==> config.mk <==
export PLATFORM = sky130hd
export DESIGN_NAME = preg_freelist_flat
export DESIGN_NICKNAME = d
export VERILOG_FILES = /design/src/rtl/preg_freelist_if.sv /design/src/rtl/preg_freelist.sv /design/src/flat_wrapper.sv
export SDC_FILE = /design/constraint.sdc
export NUM_CORES = 1
export LEC_CHECK = 0
export CORE_MARGIN = 4
export CORE_UTILIZATION = 55
export DETAILED_ROUTE_END_ITERATION = 12
export GPL_ROUTABILITY_DRIVEN = 0
export GPL_TIMING_DRIVEN = 0
export PLACE_DENSITY = 0.81
export SYNTH_ARGS = -nofsm -noshare
export SYNTH_HDL_FRONTEND = slang
export SYNTH_SLANG_ARGS = --single-unit
==> constraint.sdc <==
create_clock -name clk -period 6.7 [get_ports clk]
set_clock_uncertainty 0.2 [all_clocks]
set_input_delay 1.675 -clock clk [delete_from_list [all_inputs] [get_ports clk]]
set_output_delay 1.675 -clock clk [all_outputs]
set_load 0.02 [all_outputs]
==> src/rtl/preg_freelist_if.sv <==
// Rename/commit/flush port bundle for the physical-register free list.
// The master is the pipeline side, and the slave is the free-list manager.
interface preg_freelist_if #(
  parameter int unsigned PW = 3
);

  // Rename side: allocation handshake and the granted preg
  logic          alloc_req;
  logic          alloc_ready;
  logic [PW-1:0] alloc_preg;

  // Commit side: retire the oldest speculative allocation and return a preg
  logic          commit_alloc;
  logic          free_valid;
  logic [PW-1:0] free_preg;

  // Pipeline flush: squash all speculative allocations
  logic          flush;

  // Status
  logic [PW:0]   free_count;
  logic          err;

  modport master (
    output alloc_req,
    output commit_alloc,
    output free_valid,
    output free_preg,
    output flush,
    input  alloc_ready,
    input  alloc_preg,
    input  free_count,
    input  err
  );

  modport slave (
    input  alloc_req,
    input  commit_alloc,
    input  free_valid,
    input  free_preg,
    input  flush,
    output alloc_ready,
    output alloc_preg,
    output free_count,
    output err
  );

endinterface

==> src/rtl/preg_freelist.sv <==
// Physical-register free list: a circular FIFO of free preg IDs.
// The head pointer marks the next preg to hand to rename, and the tail pointer
// marks where commit returns pregs. The commit_head pointer trails head. The
// entries from commit_head up to head are speculative allocations, and a
// flush gives all of them back in one cycle.
module preg_freelist #(
  parameter int unsigned NPREG = 8,
  parameter int unsigned PW    = $clog2(NPREG)
) (
  input  logic           clk,
  input  logic           rstn,
  preg_freelist_if.slave fl
);

  // Pointer width: the extra MSB is the wrap bit, so full and empty differ
  localparam int unsigned CW = PW + 1;

  logic [PW-1:0] fifo [NPREG];
  logic [CW-1:0] head;
  logic [CW-1:0] commit_head;
  logic [CW-1:0] tail;
  logic          err_q;

  logic [CW-1:0] free_cnt;
  logic [CW-1:0] spec_cnt;
  logic          full;
  logic          alloc_ready_c;
  logic          alloc_fire;
  logic          free_do;
  logic          commit_do;
  logic          err_evt;
  logic [CW-1:0] commit_head_nxt;
  logic [CW-1:0] head_nxt;

  // Occupancy values, taken from the registered pointers (state at the start of the cycle)
  assign free_cnt = tail - head;
  assign spec_cnt = head - commit_head;
  assign full     = (free_cnt == CW'(NPREG));

  // Allocation is zero-cycle. It is blocked during reset and during a flush.
  // A free in the same cycle does not bypass into the allocation.
  assign alloc_ready_c = rstn && !fl.flush && (free_cnt != '0);
  assign alloc_fire    = fl.alloc_req && alloc_ready_c;
  assign free_do       = fl.free_valid && !full;
  assign commit_do     = fl.commit_alloc && (spec_cnt != '0);
  assign err_evt       = (fl.free_valid && full) || (fl.commit_alloc && (spec_cnt == '0));

  assign fl.alloc_ready = alloc_ready_c;
  assign fl.alloc_preg  = fifo[head[PW-1:0]];
  assign fl.free_count  = free_cnt;
  assign fl.err         = err_q;

  // Next pointer values. The commit applies first, and a flush then rewinds head to the new commit_head.
  always_comb begin
    commit_head_nxt = commit_head;
    head_nxt        = head;
    if (commit_do) begin
      commit_head_nxt = commit_head + CW'(1);
    end
    if (fl.flush) begin
      head_nxt = commit_head_nxt;
    end else if (alloc_fire) begin
      head_nxt = head + CW'(1);
    end
  end

  // Pointer and sticky-error registers. Reset leaves every preg free.
  always_ff @(posedge clk) begin
    if (!rstn) begin
      head        <= '0;
      commit_head <= '0;
      tail        <= CW'(NPREG);
      err_q       <= 1'b0;
    end else begin
      head        <= head_nxt;
      commit_head <= commit_head_nxt;
      if (free_do) begin
        tail <= tail + CW'(1);
      end
      if (err_evt) begin
        err_q <= 1'b1;
      end
    end
  end

  // ID storage. Reset loads the identity map, and a free writes at the tail.
  always_ff @(posedge clk) begin
    if (!rstn) begin
      for (int unsigned i = 0; i < NPREG; i++) begin
        fifo[i] <= PW'(i);
      end
    end else if (free_do) begin
      fifo[tail[PW-1:0]] <= fl.free_preg;
    end
  end

endmodule

==> src/flat_wrapper.sv <==
// flat-port wrapper written by rule: the top's interface ports become plain ports
module preg_freelist_flat 
#(
  parameter int unsigned NPREG = 8,
  parameter int unsigned PW    = $clog2(NPREG)
)
  (clk, rstn, fl_alloc_req, fl_commit_alloc, fl_free_valid, fl_free_preg, fl_flush, fl_alloc_ready, fl_alloc_preg, fl_free_count, fl_err);
  preg_freelist_if #(.PW(PW)) fl_i ();
  input  logic clk;
  input  logic rstn;
  input wire logic [$bits(fl_i.alloc_req)-1:0] fl_alloc_req;
  input wire logic [$bits(fl_i.commit_alloc)-1:0] fl_commit_alloc;
  input wire logic [$bits(fl_i.free_valid)-1:0] fl_free_valid;
  input wire logic [$bits(fl_i.free_preg)-1:0] fl_free_preg;
  input wire logic [$bits(fl_i.flush)-1:0] fl_flush;
  output wire logic [$bits(fl_i.alloc_ready)-1:0] fl_alloc_ready;
  output wire logic [$bits(fl_i.alloc_preg)-1:0] fl_alloc_preg;
  output wire logic [$bits(fl_i.free_count)-1:0] fl_free_count;
  output wire logic [$bits(fl_i.err)-1:0] fl_err;
  assign fl_i.alloc_req = fl_alloc_req;
  assign fl_i.commit_alloc = fl_commit_alloc;
  assign fl_i.free_valid = fl_free_valid;
  assign fl_i.free_preg = fl_free_preg;
  assign fl_i.flush = fl_flush;
  assign fl_alloc_ready = fl_i.alloc_ready;
  assign fl_alloc_preg = fl_i.alloc_preg;
  assign fl_free_count = fl_i.free_count;
  assign fl_err = fl_i.err;
  preg_freelist #(.NPREG(NPREG), .PW(PW)) u_core (.clk(clk), .rstn(rstn), .fl(fl_i));
endmodule
; ---- After elaboration in Yosys (flattened, before gate mapping)
; Memory sizes are Yosys's and may differ from the RTL's. A register that Yosys moved wholly into a read port is not among the register bits.
; Cells that the tools add are included.
[totals]
memories = 1
regBits = 13
ram_bits = 24
out_inout_bits = 9
[op_classes]
eq_ne = 1
addsub = 5
reduce_logical = 15
n_mux = 12
[mem_list]
columns = name, words, width, read_ports, rd_clocked_by_memory_dff, wr, line_no
row1 = u_core.fifo, 8, 3, 1, 1, 8, preg_freelist.sv:18  ; logic [PW-1:0] fifo [NPREG];
[op_table]
columns = op, n
row1 = $add A4 B1 Y4 const B, 3
row2 = $mux W3, 4
row3 = $mux W4, 3
row4 = $reduce_bool A4 Y1, 2
row5 = $sub A4 B4 Y4, 2
row6 = $logic_and A1 B1 Y1, 7
row7 = $mux W1, 5
row8 = $eq A4 B4 Y1 const B, 1
row9 = $logic_not A4 Y1, 1
row10 = $reduce_or A3 Y1, 1
row11 = $logic_not A1 Y1, 2
row12 = $reduce_bool A2 Y1, 1
row13 = $logic_or A1 B1 Y1, 1

; ---- Logic depth before layout (Yosys ltp)
[logic_depth]
depth_word = 9
mapped_depth = 11

; ---- Worst setup path before layout
; No wires, ideal clock.
[synth_timing]
path_type = in2out
startpoint = input port rstn
endpoint = output port fl_alloc_ready
required_ns = 4.825
arrival_ns = 2.456
setup_slack_ns = 2.369
path_stages = 3
path_cell_list = inv_1 -> clkbuf_1 -> nor3_1
[synth_between]
elab_chain_cells = 2
[synth_lines]
columns = element, line_no
row1 = start: declaration, flat_wrapper.sv:10  ; input logic rstn;
row2 = $logic_and A1 B1 Y1 (2 in series), preg_freelist.sv:42  ; assign alloc_ready_c = rstn && !fl.flush && (free_cnt != '0);
row3 = end: declaration, flat_wrapper.sv:16  ; output wire logic [$bits(fl_i.alloc_ready)-1:0] fl_alloc_ready;
; No other way between the ends.

; ---- Worst setup path in the final report
; Same ends and word-level chain as after synthesis.

==> results.txt <==
VDD IR max = 0.000230 V
fmax = 0.182 GHz
Req. time, crit path = 4.83 ns
die span in x = 71.0 µm
later-pin clock latency in the skew report = 0.29 ns
largest net degree at the start of global routing = 14
global route overflow = 0
Final Hold Violating Endpoints = 0
Hold WS = 0.326 ns
flops & latches, synth = 40
I/O Pins = 18
Final HPWL DP = 3.27 mm
WL/cell = 15.2 µm
syn nets = 219
Synth Flop Type = edfxtp_1
Initial Util = 0.583
Critical Path Source Type = primary input
Inst Count DP = 264
Inserted Diodes = 0
post-synthesis sequential area ratio = 0.477
Min-Delay Path Class = reg2reg
Core ar. = 0.00374 mm²
Post-CTS Hold Fix Bufs = 0
number of I/O port buffers = 16
nets = 242
Tcrit/Tclk final = 0.819
worst setup margin = 1.21 ns
CTS buffer count = 5
1st-iter DRT viols = 87
Syn. warnings = 0
DRT Wirelength = 4.15 mm
final count of negative-setup-slack endpoints = 0
status = complete, no violations
top cells by area, synth = edfxtp_1 33%, dfxtp_1 15%, mux4_2 6.2%
power consumption = 892 µW
Worst-path clk slew = 0.08 ns
Pleak = 0.929 nW
Synth top area share = 0.330
EDFF count, synth = 24
Synth-to-Final Area Change = 15.2%
WS Path Type = in2out
arrival time of the worst setup path = 3.61 ns
Pre-antenna DRT Iters = 4
Yosys cell types = 43
average size of a mapped cell = 10.9 µm²
first-pass GRT wire length = 7.15 mm
max-slew violations = 0
Placement Cell Area = 0.00240 mm²
Vias = 1,514
Die ar. = 0.00504 mm²
Final ANT Viol Nets = 0
Post-route DRC = 0
fin crit period = 5.49 ns
CTS tree = built
initial antenna violation count = 0
post-CTS setup buffers = 0
chip height = 71.0 µm
number of max-cap violations = 0
slew margin rel. = 0.544
Row Count = 22
Post-Route Utilization = 0.672
worst-margin pin slew = 0.679 ns
CTS Sinks = 40
element type at the critical path end = primary output
All-Layer GR Usage = 0.181
final instance area = 0.00251 mm²
Finished Layout Cells = 272
pwr/cell area = 355 mW/mm²
area of the mapped netlist = 0.00218 mm²
Resized Gates After CTS = 0
Setup TNS = 0 ns
most frequent cells in the layout = 24 x nand2_1, 24 x edfxtp_1, 16 x dfxtp_1, 16 x clkdlybuf4s50_1
biggest area consumer among synthesized cells = edfxtp_1
layout cells sized above 1 = 0.138
Root Buffer = clkbuf_8
setup repair after global routing missed its margin = false
vias in the first global route = 1,528
routed vias/inst = 5.57
htree depth = 2
pre-CTS setup slack = 1.21 ns
Mapped Cells = 200
CP max FO = 10
Longest Clk Path Bufs = 2
async set-reset flop share out of synthesis = 0
[state kept, by name, indices dropped and copies added (netlist names), named ones only]
register,cells
u_core.commit_head,4
u_core.fifo,24
u_core.fl.err,1
u_core.tail,4
u_core.head,4
[where the power goes]
part	internal [mW]	switching [mW]	total, mW
clock	0.110	0.0843	0.195
combinational	0.182	0.198	0.381
sequential	0.290	0.0261	0.316
[kinds of logic (layout without fill, tap and decap cells)]
kind of cell / count (synthesis) / count (layout) / synth area share
multiplexers: 13 / 13 / 0.0968
AO/OA/AOI/OAI: 23 / 23 / 0.0711
AND/OR/NAND/NOR: 86 / 86 / 0.210
XOR/XNOR: 11 / 11 / 0.0510
buffers and inverters: 17 / 41 / 0.0338
flip-flops: 40 / 40 / 0.477
adder cells (fa/ha/maj): 10 / 10 / 0.0607
[path summary, 6_finish.rpt]
path / start / cells past startpoint / to / slack [ns]
hold / removal: u_core.fl.err / 2 / u_core.fl.err / 0.33
setup / recovery: rstn / 5 / fl_alloc_ready / 1.21
hold reg to reg: u_core.fl.err / 2 / u_core.fl.err / 0.33
setup reg to reg: u_core.tail[0] / 11 / u_core.fifo[4][2] / 3.69
[routing by layer]
layer | global-route usage | wire length, µm
met5 | 0 | 0
met4 | 0.0605 | 44
met3 | 0.0355 | 134
met2 | 0.335 | 2240
met1 | 0.208 | 1730
[cells in the mapped netlist (2+ instances only)]
library cell	count
a211oi_1	4
a21oi_1	9
a31oi_1	2
and2_1	2
and3_1	13
buf_2	2
clkbuf_1	4
dfxtp_1	16
edfxtp_1	24
ha_1	9
inv_1	10
mux2_2	4
mux2i_1	2
mux4_2	6
nand2_1	24
nand2b_1	5
nand3_1	3
nand3b_1	2
nand4_1	2
nor2_1	13
nor2b_1	2
nor3_1	5
nor3b_1	2
o21ai_0	2
or2_2	5
or3_1	3
xnor2_1	5
xor2_1	5
[layout make-up]
cell class,count,area [µm²]
fillers,312,1230
multi-input cells,143,1070
flip-flops and latches,40,1040
repair buffers,16,160
clock buffers,5,68.8
well taps,48,60.1
clock inverters,3,42.5
inverters,10,37.5
plain buffers,7,36.3
[critical path, cell delays in order]
cell	delay, ns
clkdlybuf4s50_1	0.61
inv_1	0.17
clkbuf_1	0.29
nor3_1	0.23
clkdlybuf4s50_1	0.63
No activity file was read; power rests on OpenSTA's default activity.
